<file path="src/rtl/spram_arbiter_if.sv">
// Requester-side bundle of the SPRAM arbiter: two request channels and tagged read returns.
interface spram_arbiter_if #(
    parameter int unsigned ADDR_W = 15,
    parameter int unsigned DATA_W = 8
);
    logic              rq0_req;
    logic              rq1_req;
    logic              rq0_we;
    logic              rq1_we;
    logic [ADDR_W-1:0] rq0_addr;
    logic [ADDR_W-1:0] rq1_addr;
    logic [DATA_W-1:0] rq0_wdata;
    logic [DATA_W-1:0] rq1_wdata;
    logic              rq0_lock;
    logic              rq1_lock;
    logic              rq0_gnt;
    logic              rq1_gnt;
    logic              rq0_rvalid;
    logic              rq1_rvalid;
    logic [DATA_W-1:0] rdata;

    // Requester view
    modport master (
        output rq0_req, rq1_req, rq0_we, rq1_we, rq0_addr, rq1_addr,
               rq0_wdata, rq1_wdata, rq0_lock, rq1_lock,
        input  rq0_gnt, rq1_gnt, rq0_rvalid, rq1_rvalid, rdata
    );

    // Arbiter view
    modport slave (
        input  rq0_req, rq1_req, rq0_we, rq1_we, rq0_addr, rq1_addr,
               rq0_wdata, rq1_wdata, rq0_lock, rq1_lock,
        output rq0_gnt, rq1_gnt, rq0_rvalid, rq1_rvalid, rdata
    );
endinterface

</file>
<file path="src/rtl/spram_arbiter.sv">
// Round-robin arbiter with bounded burst lock sharing one single-port byte SPRAM
// between two requesters; read data is returned tagged to the issuing requester.
module spram_arbiter #(
    parameter int unsigned ADDR_W    = 15,
    parameter int unsigned DATA_W    = 8,
    parameter int unsigned MAX_BURST = 16
) (
    input  logic              clk,
    input  logic              rst_n,
    spram_arbiter_if.slave    rq,
    output logic [ADDR_W-1:0] mem_addr,
    output logic              mem_write,
    output logic [DATA_W-1:0] mem_data_in,
    input  logic [DATA_W-1:0] mem_data_out
);
    localparam int unsigned      CNT_W     = $clog2(MAX_BURST + 1);
    localparam logic [CNT_W-1:0] BURST_MAX = CNT_W'(MAX_BURST);

    logic              last_q, last_d;
    logic [CNT_W-1:0]  burst_cnt_q, burst_cnt_d;
    logic [ADDR_W-1:0] mem_addr_q, mem_addr_d;
    logic              mem_write_q, mem_write_d;
    logic [DATA_W-1:0] mem_data_in_q, mem_data_in_d;
    logic              tag1_valid_q, tag1_valid_d;
    logic              tag1_id_q, tag1_id_d;
    logic              tag2_valid_q, tag2_valid_d;
    logic              tag2_id_q, tag2_id_d;

    logic              gnt_any;
    logic              gnt_id;
    logic              lock_last;
    logic              sel_we;
    logic [ADDR_W-1:0] sel_addr;
    logic [DATA_W-1:0] sel_wdata;

    // Grant decision: single requester wins outright, contention honours a bounded lock, else round-robin
    always_comb begin
        gnt_any   = 1'b0;
        gnt_id    = 1'b0;
        lock_last = last_q ? rq.rq1_lock : rq.rq0_lock;
        case ({rq.rq1_req, rq.rq0_req})
            2'b01: begin
                gnt_any = 1'b1;
                gnt_id  = 1'b0;
            end
            2'b10: begin
                gnt_any = 1'b1;
                gnt_id  = 1'b1;
            end
            2'b11: begin
                gnt_any = 1'b1;
                gnt_id  = (lock_last && (burst_cnt_q < BURST_MAX)) ? last_q : ~last_q;
            end
            default: begin
                gnt_any = 1'b0;
                gnt_id  = 1'b0;
            end
        endcase
    end

    // Mux the granted requester's access fields
    always_comb begin
        sel_we    = gnt_id ? rq.rq1_we    : rq.rq0_we;
        sel_addr  = gnt_id ? rq.rq1_addr  : rq.rq0_addr;
        sel_wdata = gnt_id ? rq.rq1_wdata : rq.rq0_wdata;
    end

    // Next state: memory command, ownership/burst tracking, read-tag pipeline
    always_comb begin
        last_d        = last_q;
        burst_cnt_d   = '0;
        mem_addr_d    = mem_addr_q;
        mem_write_d   = 1'b0;
        mem_data_in_d = mem_data_in_q;
        tag1_valid_d  = 1'b0;
        tag1_id_d     = tag1_id_q;
        tag2_valid_d  = tag1_valid_q;
        tag2_id_d     = tag1_id_q;
        if (gnt_any) begin
            mem_addr_d    = sel_addr;
            mem_write_d   = sel_we;
            mem_data_in_d = sel_wdata;
            tag1_valid_d  = ~sel_we;
            tag1_id_d     = gnt_id;
            if (gnt_id == last_q) begin
                burst_cnt_d = (burst_cnt_q >= BURST_MAX) ? BURST_MAX : burst_cnt_q + CNT_W'(1);
            end else begin
                burst_cnt_d = CNT_W'(1);
                last_d      = gnt_id;
            end
        end
    end

    // State registers; last resets to 1 so requester 0 wins the first contention
    always_ff @(posedge clk or negedge rst_n) begin
        if (!rst_n) begin
            last_q        <= 1'b1;
            burst_cnt_q   <= '0;
            mem_addr_q    <= '0;
            mem_write_q   <= 1'b0;
            mem_data_in_q <= '0;
            tag1_valid_q  <= 1'b0;
            tag1_id_q     <= 1'b0;
            tag2_valid_q  <= 1'b0;
            tag2_id_q     <= 1'b0;
        end else begin
            last_q        <= last_d;
            burst_cnt_q   <= burst_cnt_d;
            mem_addr_q    <= mem_addr_d;
            mem_write_q   <= mem_write_d;
            mem_data_in_q <= mem_data_in_d;
            tag1_valid_q  <= tag1_valid_d;
            tag1_id_q     <= tag1_id_d;
            tag2_valid_q  <= tag2_valid_d;
            tag2_id_q     <= tag2_id_d;
        end
    end

    assign rq.rq0_gnt    = rst_n & gnt_any & ~gnt_id;
    assign rq.rq1_gnt    = rst_n & gnt_any & gnt_id;
    assign rq.rq0_rvalid = tag2_valid_q & ~tag2_id_q;
    assign rq.rq1_rvalid = tag2_valid_q & tag2_id_q;
    assign rq.rdata      = mem_data_out;
    assign mem_addr      = mem_addr_q;
    assign mem_write     = mem_write_q;
    assign mem_data_in   = mem_data_in_q;
endmodule

</file>
<file path="src/flat_wrapper.sv">
// flat-port wrapper written by rule: the top's interface ports become plain ports
module spram_arbiter_flat 
#(
    parameter int unsigned ADDR_W    = 15,
    parameter int unsigned DATA_W    = 8,
    parameter int unsigned MAX_BURST = 16
)
  (clk, rst_n, mem_addr, mem_write, mem_data_in, mem_data_out, rq_rq0_req, rq_rq1_req, rq_rq0_we, rq_rq1_we, rq_rq0_addr, rq_rq1_addr, rq_rq0_wdata, rq_rq1_wdata, rq_rq0_lock, rq_rq1_lock, rq_rq0_gnt, rq_rq1_gnt, rq_rq0_rvalid, rq_rq1_rvalid, rq_rdata);
  spram_arbiter_if #(.ADDR_W(ADDR_W), .DATA_W(DATA_W)) rq_i ();
  input  logic clk;
  input  logic rst_n;
  output logic [ADDR_W-1:0] mem_addr;
  output logic mem_write;
  output logic [DATA_W-1:0] mem_data_in;
  input  logic [DATA_W-1:0] mem_data_out;
  input wire logic [$bits(rq_i.rq0_req)-1:0] rq_rq0_req;
  input wire logic [$bits(rq_i.rq1_req)-1:0] rq_rq1_req;
  input wire logic [$bits(rq_i.rq0_we)-1:0] rq_rq0_we;
  input wire logic [$bits(rq_i.rq1_we)-1:0] rq_rq1_we;
  input wire logic [$bits(rq_i.rq0_addr)-1:0] rq_rq0_addr;
  input wire logic [$bits(rq_i.rq1_addr)-1:0] rq_rq1_addr;
  input wire logic [$bits(rq_i.rq0_wdata)-1:0] rq_rq0_wdata;
  input wire logic [$bits(rq_i.rq1_wdata)-1:0] rq_rq1_wdata;
  input wire logic [$bits(rq_i.rq0_lock)-1:0] rq_rq0_lock;
  input wire logic [$bits(rq_i.rq1_lock)-1:0] rq_rq1_lock;
  output wire logic [$bits(rq_i.rq0_gnt)-1:0] rq_rq0_gnt;
  output wire logic [$bits(rq_i.rq1_gnt)-1:0] rq_rq1_gnt;
  output wire logic [$bits(rq_i.rq0_rvalid)-1:0] rq_rq0_rvalid;
  output wire logic [$bits(rq_i.rq1_rvalid)-1:0] rq_rq1_rvalid;
  output wire logic [$bits(rq_i.rdata)-1:0] rq_rdata;
  assign rq_i.rq0_req = rq_rq0_req;
  assign rq_i.rq1_req = rq_rq1_req;
  assign rq_i.rq0_we = rq_rq0_we;
  assign rq_i.rq1_we = rq_rq1_we;
  assign rq_i.rq0_addr = rq_rq0_addr;
  assign rq_i.rq1_addr = rq_rq1_addr;
  assign rq_i.rq0_wdata = rq_rq0_wdata;
  assign rq_i.rq1_wdata = rq_rq1_wdata;
  assign rq_i.rq0_lock = rq_rq0_lock;
  assign rq_i.rq1_lock = rq_rq1_lock;
  assign rq_rq0_gnt = rq_i.rq0_gnt;
  assign rq_rq1_gnt = rq_i.rq1_gnt;
  assign rq_rq0_rvalid = rq_i.rq0_rvalid;
  assign rq_rq1_rvalid = rq_i.rq1_rvalid;
  assign rq_rdata = rq_i.rdata;
  spram_arbiter #(.ADDR_W(ADDR_W), .DATA_W(DATA_W), .MAX_BURST(MAX_BURST)) u_core (.clk(clk), .rst_n(rst_n), .rq(rq_i), .mem_addr(mem_addr), .mem_write(mem_write), .mem_data_in(mem_data_in), .mem_data_out(mem_data_out));
endmodule
</file>
<file path="config.mk">
export PLATFORM = sky130hd
export DESIGN_NAME = spram_arbiter_flat
export DESIGN_NICKNAME = d
export VERILOG_FILES = /design/src/rtl/spram_arbiter_if.sv /design/src/rtl/spram_arbiter.sv /design/src/flat_wrapper.sv
export SDC_FILE = /design/constraint.sdc
export NUM_CORES = 1
export LEC_CHECK = 0
export CAP_MARGIN = 0
export CORE_AREA = 2 2 75 77
export CTS_BUF_LIST = sky130_fd_sc_hd__clkbuf_4 sky130_fd_sc_hd__clkbuf_8
export DETAILED_ROUTE_END_ITERATION = 10
export DIE_AREA = 0 0 77 79
export GPL_TIMING_DRIVEN = 0
export PLACE_DENSITY = 0.77
export SLEW_MARGIN = 25
export SYNTH_ARGS = -nofsm -noshare
export SYNTH_HDL_FRONTEND = slang
export SYNTH_SLANG_ARGS = --single-unit
export TNS_END_PERCENT = 100
</file>
<file path="constraint.sdc">
create_clock -name clk -period 1.6 [get_ports clk]
set_input_delay 0.32 -clock clk [delete_from_list [all_inputs] [get_ports clk]]
set_output_delay 0.32 -clock clk [all_outputs]
set_load 0.02 [all_outputs]
</file>
==> metrics.txt, run 1 <==
run status=finished with violations; violations in the final reports=setup timing; beginning of the worst register-to-register path=u_core.last_q$_DFFE_PN1P_; number of primary I/O pins=98; reg-to-reg slack, setup=-0.09 ns; maximum fanout count along the critical path=5; worst clock skew=0.00606 ns; clock tree root buffer cell=sky130_fd_sc_hd__clkbuf_8; CP Data Required Time=1.28 ns; worst reg2reg path endpoint=u_core.mem_addr[14]$_DFFE_PN0N_; register area share after synthesis=44.7%; final sum of negative setup slack=-1.88 ns; synthesis-to-layout area growth=68.0%; H-Tree Depth=2; area after detailed placement=0.00289 mm^2; top achievable clock speed=524 MHz; most used cells in the layout excluding fill and tap cells=sky130_fd_sc_hd__clkdlybuf4s50_1, sky130_fd_sc_hd__dfrtp_1, sky130_fd_sc_hd__nor2_1; largest cells by area after synthesis=sky130_fd_sc_hd__dfrtp_1, sky130_fd_sc_hd__mux2i_1, sky130_fd_sc_hd__a221o_1; row count=27; clock tree from TritonCTS=yes; number of port buffers=87; biggest area consumer among synthesized cells=sky130_fd_sc_hd__dfrtp_1; Antenna Cells=0; VDD IR max=0.416 mV; worst skew pair latency=0.29 ns; die area=0.00608 mm^2; detailed placer's ending HPWL=3650 um; grt total ovfl=0; core outline area=0.00534 mm^2; pwr/cell area=866 mW/mm^2; share of Yosys cell area claimed by the top area cell type=43.3%; Lkg Pwr=1.57 nW; total CTS buffers=5; finished layout cell area=0.00320 mm^2; most common library cell in the layout ignoring fill and taps=sky130_fd_sc_hd__clkdlybuf4s50_1; number of instances in the synthesized netlist=172; number of iterations in the first detailed-routing pass=4; Final WS setup=-0.309 ns; setup-violating endpoint count in the final report=25; final critical path time including I/O delays and setup=1.91 ns; number of synthesized flops with an enable pin=0; asr flop ratio synth=100%; number of warnings printed during yosys synthesis=0; worst path arrival time=1.59 ns; die boundary width=77 um; critical path startpoint category=flip-flop; critical path capture point=rq_rq1_gnt; transition at the pin with the smallest max-transition slack=0.716 ns; RSZ-0062 raised after global routing=yes; vertical die dimension=79 um; count of maximum capacitance violations=0; number of design-rule violations left by the first detailed-router iteration=114; vias in the first global route=1705; final worst-path cycle share=119%; vias after detailed routing=1734; maximum number of pins on one net before global-route repair=21; final weighted congestion of routability-driven global placement=0.781; synthesized area=0.00191 mm^2; ratio of routed vias to standard cells=4.91; Net Count, Synth=236; Routed Antenna Nets=0; Layout Nets=344; maximum count of clock buffers along a single path=2; worst setup path startpoint=u_core.last_q$_DFFE_PN1P_; Post-Synthesis Mean Instance Area=11.1 um^2; Post-synth top flop=sky130_fd_sc_hd__dfrtp_1; clock slew seen by the registers of the worst setup and hold paths=0.08 ns; critical setup path kind=flip-flop to primary output; number of antenna violations at the first check in global routing=0; first-pass GRT wire length=8220 um; GRT Resource Usage Total=17.2%; starting density of the core=35.7%; sum of routed wire length over all layers=5300 um; r2r worst-path depth=6; number of flip-flops and latches in the synthesized netlist=34; routed length per instance=15.0 um; Final Hold Viols=0; number of pins with negative max-slew slack in the final report=0; share of layout cells above drive strength 1=20.3%; clock sink total=34; # DRC=0; class of the tightest hold or removal check=primary input to async pin; count of distinct cell types in the synthesized netlist=35; kind of capture point of the worst setup path=primary output; Rel. slew slack=52.1%
report_power, final:
group          leakage [nW]  internal, mW  total, mW  switching (mW)
clock                0.0504         0.463      0.785           0.322
combinational          1.11         0.517      0.945           0.429
sequential            0.411         0.975       1.04          0.0657
logic make-up after synthesis:
logic type	Yosys count	synth area share [%]
buf+inv	28	9.59
simple gates	42	11.4
flops	34	44.7
xor+xnor	2	0.919
fa+ha+maj	2	1.31
mux	23	12.1
compound gates	41	20.0
per-stage QoR:
stage / worst slack (ns) / total power [mW] / hold WS, ns / instances / utilization, %
floorplan: 0.0113 / 1.51 / 0.0244 / 172 / -
global placement: -1.60 / 1.93 / 0.336 / 331 / 53.8
detailed placement: -0.919 / 1.95 / 0.281 / 332 / 54.2
CTS: -0.294 / 2.78 / 0.00882 / 348 / 58.0
global route: -0.358 / 2.92 / 0.0274 / 353 / 60.0
finish: -0.309 / 2.77 / 0.0227 / 353 / 60.0
registers in the layout, indices dropped and copies added (netlist names):
name,cells
u_core.burst_cnt_q,5
u_core.last_q,1
u_core.mem_addr,15
u_core.mem_data_in,8
u_core.mem_write,1
u_core.tag1_id_q,1
u_core.tag1_valid_q,1
u_core.tag2_id_q,1
u_core.tag2_valid_q,1
cell type report:
type	instances	area, um^2
inverters	6	22.5
clock inverters	3	45.0
fillers	466	2140
plain buffers	21	169
flip-flops and latches	34	852
multi-input cells	110	886
repair buffers	102	1070
clock buffers	5	68.8
well taps	72	90.1
worst max-delay path, stage by stage (launching register included):
cell and delay, ns:
sky130_fd_sc_hd__dfstp_2 0.59, sky130_fd_sc_hd__nand2_2 0.08, sky130_fd_sc_hd__o211a_4 0.24, sky130_fd_sc_hd__buf_8 0.12, sky130_fd_sc_hd__and2_4 0.14, sky130_fd_sc_hd__buf_6 0.12
how the worst min path moves through the flow:
stage               slack [ns]                          start                                end
detailed placement        0.28                          rst_n  u_core.mem_data_in[2]$_DFFE_PN0N_
CTS                      0.009                          rst_n  u_core.mem_data_in[4]$_DFFE_PN0N_
global route              0.03                          rst_n  u_core.mem_data_in[4]$_DFFE_PN0N_
floorplan                 0.02                          rst_n    u_core.burst_cnt_q[0]$_DFF_PN0_
global placement          0.34  u_core.tag1_valid_q$_DFF_PN0_      u_core.tag2_valid_q$_DFF_PN0_
finish                    0.02                          rst_n  u_core.mem_data_in[4]$_DFFE_PN0N_
metal layers:
layer	routed length [um]	global-route usage, %
met5	0	0
met2	2800	32.8
met4	60	4.11
met3	287	4.55
met1	2150	19.1
cells in the mapped netlist (2+ instances only):
cell type,instances
sky130_fd_sc_hd__inv_1,6
sky130_fd_sc_hd__a221o_2,5
sky130_fd_sc_hd__nand2_1,3
sky130_fd_sc_hd__mux2i_1,23
sky130_fd_sc_hd__dfrtp_1,33
sky130_fd_sc_hd__o211ai_1,3
sky130_fd_sc_hd__nor2_1,28
sky130_fd_sc_hd__buf_2,6
sky130_fd_sc_hd__clkbuf_1,2
sky130_fd_sc_hd__nand3b_1,2
sky130_fd_sc_hd__and2_1,2
sky130_fd_sc_hd__a221o_1,18
sky130_fd_sc_hd__buf_6,3
sky130_fd_sc_hd__buf_4,10
sky130_fd_sc_hd__a21oi_1,2
sky130_fd_sc_hd__a211oi_1,6
sky130_fd_sc_hd__ha_1,2
timing repair:
action,4_1_cts,5_1_grt
hold buffers,1,0
hold endpoints to repair,15,0
gates resized for setup,25,22
gates cloned,0,2
pin swaps,3,25
buffers inserted,8,3
setup endpoints to repair,26,37
(Power assumes the default switching activity.)
==> run 2, diff against run 1 <==
- PLACE_DENSITY: 0.77 -> 0.83
- SLEW_MARGIN: 25 -> 5
==> metrics.txt, run 2 (same netlist as run 1, synthesis figures left out) <==
run status=finished with violations; violations in the final reports=setup timing; Final WS setup=-0.265 ns (+0.0445 ns); flip-flop count of the largest register after layout=15 (unchanged); # DRC=0 (unchanged); setup-violating endpoint count in the final report=2 (-92%); share of layout cells above drive strength 1=19.0% (-1.3 points); routed length per instance=14.8 um (-1.2%); number of pins with negative max-slew slack in the final report=0 (unchanged); vias after detailed routing=1732 (-0.12%); maximum count of clock buffers along a single path=2 (unchanged); synthesis-to-layout area growth=60.6%; Layout Nets=337 (-2.0%); quantity of hold-fixing buffers added after cts=0 (-1); worst-path cell with the longest stage delay=sky130_fd_sc_hd__dfstp_2; number of antenna violations at the first check in global routing=0 (unchanged); maximum fanout count along the critical path=5 (unchanged); H-Tree Depth=2 (unchanged); final weighted congestion of routability-driven global placement=0.705 (-9.7%); first-pass GRT wire length=8370 um (+1.8%); cell family with the largest share of critical-path delay=flip-flops; finished layout cell area=0.00306 mm^2 (-4.4%); transition at the pin with the smallest max-transition slack=0.795 ns (+0.0792 ns); count of maximum capacitance violations=0 (unchanged); cells traversed along the worst timing path=nand2_2 -> o211a_4 -> buf_8 -> and2_4 -> buf_6; number of design-rule violations left by the first detailed-router iteration=77 (-32%); worst slack at placement=-0.897 ns (+0.0223 ns); Critical Path Stages=5 (unchanged); most used cells in the layout excluding fill and tap cells=sky130_fd_sc_hd__clkdlybuf4s50_1, sky130_fd_sc_hd__dfrtp_1, sky130_fd_sc_hd__nor2_1; Routed Antenna Nets=0 (unchanged); CP Data Required Time=1.28 ns (about the same); area after detailed placement=0.00287 mm^2 (-0.95%); final worst-path cycle share=117% (-2.8 points); reg-to-reg slack, setup=0.01 ns (+0.10 ns); GRT Resource Usage Total=17.2% (about the same); Rel. slew slack=47.0% (-5.1 points); detailed placer's ending HPWL=3750 um (+3.0%); beginning of the worst register-to-register path=u_core.last_q$_DFFE_PN1P_; die area=0.00608 mm^2 (unchanged); crit path buf inv count=2 (unchanged); r2r worst-path depth=5 (-1); grt total ovfl=0 (unchanged); vertical die dimension=79 um (unchanged); clock tree root buffer cell=sky130_fd_sc_hd__clkbuf_8; worst skew pair latency=0.28 ns (about the same); number of port buffers=87 (unchanged); VDD IR max=0.412 mV (-1.0%); number of iterations in the first detailed-routing pass=5 (+1); Crit path largest cell delay=0.57 ns (-0.02 ns); clock slew seen by the registers of the worst setup and hold paths=0.07 ns (about the same); final critical path time including I/O delays and setup=1.86 ns (-0.0445 ns); critical path startpoint category=flip-flop; worst reg2reg path endpoint=u_core.mem_addr[12]$_DFFE_PN0N_; clock tree from TritonCTS=yes; kind of capture point of the worst setup path=primary output; die boundary width=77 um (unchanged); sum of routed wire length over all layers=5130 um (-3.2%); starting density of the core=35.7% (unchanged); row count=27 (unchanged); Antenna Cells=0 (unchanged); clock sink total=34 (unchanged); total CTS buffers=5 (unchanged); worst path arrival time=1.54 ns (-0.05 ns); worst clock skew=0.00371 ns (-0.00236 ns); Final Hold Viols=0 (unchanged); layout filler cell count=511 (+9.7%); core outline area=0.00534 mm^2 (unchanged); maximum number of pins on one net before global-route repair=37 (+76%); RSZ-0062 raised after global routing=yes; ratio of routed vias to standard cells=5.01 (+1.9%); most common library cell in the layout ignoring fill and taps=sky130_fd_sc_hd__clkdlybuf4s50_1; Lkg Pwr=1.43 nW (-8.8%); class of the tightest hold or removal check=primary input to async pin; top achievable clock speed=536 MHz (+2.4%); vias in the first global route=1751 (+2.7%); critical setup path kind=flip-flop to primary output; number of primary I/O pins=98 (unchanged); pwr/cell area=861 mW/mm^2 (-0.51%)
[run 2: cell types whose count changed in the layout (fill, tap and decap cells not counted), moves of 2 or more]
cell                              previous run  this run
sky130_fd_sc_hd__buf_6                      10         6
sky130_fd_sc_hd__clkbuf_4                    0         2
sky130_fd_sc_hd__clkdlybuf4s50_1            62        72
sky130_fd_sc_hd__clkinvlp_4                  2         0
sky130_fd_sc_hd__dlymetal6s2s_1             17         8
[run 2: worst max path at each step]
stage                                          from         end  slack (ns)
detailed placement                      rq_rq1_lock  rq_rq1_gnt       -0.90
CTS                 u_core.burst_cnt_q[4]$_DFF_PN0_  rq_rq1_gnt       -0.27
floorplan                 u_core.last_q$_DFFE_PN1P_  rq_rq1_gnt        0.01
global placement                              rst_n  rq_rq1_gnt       -1.61
finish                    u_core.last_q$_DFFE_PN1P_  rq_rq1_gnt       -0.26
global route        u_core.burst_cnt_q[4]$_DFF_PN0_  rq_rq1_gnt       -0.32
[run 2: metal layers]
layer  GRT usage, %  vias to the layer above  wire length, um
met5              0                        -                0
met1           20.5                      839             2060
met3           4.66                        7              311
li1               -                      828                -
met2           31.0                       58             2700
met4           4.29                        0               52
[run 2: area by class of cell]
type / count / area [um^2] / area share, %
Tap cell: 72 / 90.1 / 2.94
Inverter: 6 / 22.5 / 0.736
Clock buffer: 8 / 97.6 / 3.19
Sequential cell: 34 / 852 / 27.8
Buffer: 21 / 169 / 5.52
Multi-Input combinational cell: 110 / 886 / 28.9
Timing Repair Buffer: 95 / 943 / 30.8
[run 2: through the flow]
step | hold WS, ns | TNS [ns] | util (%) | total power, mW | instances
6_report | 0.124 | -0.511 | 57.3 | 2.64 | 346
3_3_place_gp | 0.336 | -29.65 | 53.8 | 1.93 | 331
4_1_cts | 0.142 | -1.40 | 56.6 | 2.66 | 345
3_5_place_dp | 0.352 | -8.42 | 53.7 | 1.95 | 331
2_1_floorplan | 0.0244 | 0 | - | 1.51 | 172
5_1_grt | 0.186 | -1.06 | 57.3 | 2.76 | 346
[run 2: what timing repair did]
item | in CTS | in global routing
setup endpoints to repair | 24 | 28
gates resized for setup | 20 | 12
buffers inserted | 7 | 1
pin swaps | 3 | 3
[run 2: report_power, final]
group          internal (mW)  leakage (nW)  switching, mW
combinational          0.495         0.965          0.414
clock                  0.385        0.0523          0.299
sequential             0.975         0.411         0.0673
total                   1.86          1.43          0.781
[run 2: worst register-to-register path: stages, from the launching register on]
cell                      delay, ns
sky130_fd_sc_hd__dfstp_2       0.57
sky130_fd_sc_hd__nand2_2       0.07
sky130_fd_sc_hd__o211a_4       0.24
sky130_fd_sc_hd__buf_4         0.16
sky130_fd_sc_hd__buf_6         0.14
sky130_fd_sc_hd__a221o_1       0.30
==> run 3, diff against run 2 <==
- CORE_AREA: 2 2 75 77 -> 5 5 78 80
- CTS_CLUSTER_SIZE: default -> 30
- DIE_AREA: 0 0 77 79 -> 0 0 83 85
- PLACE_DENSITY: 0.83 -> 0.77
==> metrics.txt, run 3 (same netlist as run 1, synthesis figures left out) <==
critical setup path kind=flip-flop to primary output; clock sink total=34 (unchanged); final critical path time including I/O delays and setup=1.92 ns (+0.0551 ns); worst clock skew=0.00709 ns (+0.00338 ns); Routed Antenna Nets=0 (unchanged); synthesis-to-layout area growth=69.2%; vias after detailed routing=1777 (+2.6%); vias in the first global route=1887 (+7.8%); GRT Resource Usage Total=15.5% (-1.7 points); beginning of the worst register-to-register path=u_core.last_q$_DFFE_PN1P_; top achievable clock speed=521 MHz (-2.9%); maximum number of pins on one net before global-route repair=37 (unchanged); worst path arrival time=1.60 ns (+0.06 ns); ratio of routed vias to standard cells=5.02 (+0.28%); number of pins with negative max-slew slack in the final report=0 (unchanged); number of primary I/O pins=98 (unchanged); number of design-rule violations left by the first detailed-router iteration=101 (+31%); worst setup path startpoint=u_core.last_q$_DFFE_PN1P_; run status=finished with violations; worst skew pair latency=0.29 ns (about the same); clock tree from TritonCTS=yes; share of layout cells above drive strength 1=21.3% (+2.3 points); final worst-path cycle share=120% (+3.4 points); class of the tightest hold or removal check=primary input to async pin; clock slew seen by the registers of the worst setup and hold paths=0.08 ns (about the same); area after detailed placement=0.00287 mm^2 (unchanged); core outline area=0.00534 mm^2 (unchanged); starting density of the core=35.7% (unchanged); violations in the final reports=setup timing; finished layout cell area=0.00322 mm^2 (+5.4%); pwr/cell area=927 mW/mm^2 (+7.6%); first-pass GRT wire length=9030 um (+7.8%); count of maximum capacitance violations=0 (unchanged); total CTS buffers=5 (unchanged); final instance count without filler cells=354 (+2.3%); final weighted congestion of routability-driven global placement=0.766 (+8.6%); vertical die dimension=85 um (+7.6%); Final WS setup=-0.320 ns (-0.0551 ns); kind of capture point of the worst setup path=primary output; layout filler cell count=486 (-4.9%); RSZ-0062 raised after global routing=yes; # DRC=0 (unchanged); worst slack at placement=-0.938 ns (-0.0420 ns); Lkg Pwr=1.60 nW (+12%); Layout Nets=345 (+2.4%); sum of routed wire length over all layers=5710 um (+11%); most common library cell in the layout ignoring fill and taps=sky130_fd_sc_hd__clkdlybuf4s50_1; Rel. slew slack=46.4% (-0.62 points); setup-violating endpoint count in the final report=21 (+19); critical path startpoint category=flip-flop; Design Power=2.99 mW (+13%); grt total ovfl=0 (unchanged); worst reg2reg path endpoint=u_core.mem_data_in[1]$_DFFE_PN0N_; quantity of hold-fixing buffers added after cts=0 (unchanged); transition at the pin with the smallest max-transition slack=0.804 ns (+0.00929 ns); Antenna Cells=0 (unchanged); die area=0.00706 mm^2 (+16%); maximum count of clock buffers along a single path=2 (unchanged); detailed placer's ending HPWL=3990 um (+6.4%); Inst Count DP=331 (unchanged); maximum fanout count along the critical path=6 (+1); reg-to-reg slack, setup=-0.22 ns (-0.23 ns); routed length per instance=16.1 um (+8.8%); row count=27 (unchanged); VDD IR max=0.405 mV (-1.6%); number of antenna violations at the first check in global routing=0 (unchanged); core occupancy in the finished layout=60.4% (+3.1 points); r2r worst-path depth=7 (+2); die boundary width=83 um (+7.8%); number of port buffers=87 (unchanged); Final Hold Viols=0 (unchanged); critical path capture point=rq_rq1_gnt; number of iterations in the first detailed-routing pass=5 (unchanged); clock tree root buffer cell=sky130_fd_sc_hd__clkbuf_8; CP Data Required Time=1.28 ns (about the same); H-Tree Depth=2 (unchanged); most used cells in the layout excluding fill and tap cells=sky130_fd_sc_hd__clkdlybuf4s50_1, sky130_fd_sc_hd__dfrtp_1, sky130_fd_sc_hd__nor2_1; flip-flop count of the largest register after layout=15 (unchanged)
run 3: cell count changes in the layout (fill, tap and decap cells not counted):
cell	previous run	this run
sky130_fd_sc_hd__clkdlybuf4s50_1	72	61
sky130_fd_sc_hd__dlymetal6s2s_1	8	18
sky130_fd_sc_hd__buf_4	17	21
sky130_fd_sc_hd__buf_6	6	8
sky130_fd_sc_hd__bufinv_16	0	2
sky130_fd_sc_hd__clkbuf_4	2	0
sky130_fd_sc_hd__buf_12	0	1
sky130_fd_sc_hd__buf_8	1	2
sky130_fd_sc_hd__dlygate4sd2_1	4	5
sky130_fd_sc_hd__o21ai_2	1	0
sky130_fd_sc_hd__o21ai_4	0	1
run 3: per-layer routing:
layer / vias to the layer above / global-route usage, % / wire length (um)
li1: 847 / - / -
met1: 860 / 18.3 / 2390
met2: 64 / 27.6 / 2980
met3: 6 / 4.08 / 295
met4: 0 / 4.61 / 44
met5: - / 0 / 0
run 3: metrics by stage:
| step | setup TNS, ns | hold WS [ns] |
|---|---|---|
| 2_1_floorplan | 0 | 0.0244 |
| 3_3_place_gp | -30.51 | 0.335 |
| 3_5_place_dp | -9.13 | 0.355 |
| 4_1_cts | -0.619 | 0.144 |
| 5_1_grt | -3.79 | 0.191 |
| 6_report | -2.50 | 0.112 |
run 3: where the power goes:
part           leakage, nW  internal, mW  switching [mW]
registers            0.411         0.975          0.0699
clock network       0.0714         0.665           0.329
logic                 1.12         0.520           0.431
run 3: worst min-delay path by stage:
stage,slack [ns],cells past startpoint,endpoint,from
after floorplan,0.02,0,u_core.burst_cnt_q[0]$_DFF_PN0_,rst_n
after global placement,0.33,0,u_core.tag2_valid_q$_DFF_PN0_,u_core.tag1_valid_q$_DFF_PN0_
after detailed placement,0.36,0,u_core.tag2_valid_q$_DFF_PN0_,u_core.tag1_valid_q$_DFF_PN0_
after CTS,0.14,1,u_core.mem_data_in[3]$_DFFE_PN0N_,rst_n
after global routing,0.19,1,u_core.tag2_valid_q$_DFF_PN0_,rst_n
final,0.11,1,u_core.mem_data_in[3]$_DFFE_PN0N_,rst_n
run 3: area by class of cell:
type	instances	area, um^2	area share, %
Timing Repair Buffer	104	1070	33.1
Multi-Input combinational cell	110	893	27.7
Sequential cell	34	852	26.4
Buffer	20	158	4.89
Tap cell	72	90.1	2.79
Clock buffer	6	82.6	2.56
Clock inverter	2	60.1	1.86
Inverter	6	22.5	0.698
run 3: what timing repair did:
action | in CTS | in global routing
hold endpoints to repair | 0 | 0
setup endpoints to repair | 23 | 41
gates resized for setup | 21 | 29
cloned | 0 | 0
setup buffers | 8 | 9
pin swaps | 3 | 9
run 3: worst max-delay path, stage by stage, from the launching register on:
cell,delay [ns]
sky130_fd_sc_hd__dfstp_2,0.60
sky130_fd_sc_hd__nand2_2,0.08
sky130_fd_sc_hd__o211a_4,0.24
sky130_fd_sc_hd__buf_8,0.12
sky130_fd_sc_hd__and2_4,0.14
sky130_fd_sc_hd__buf_6,0.12
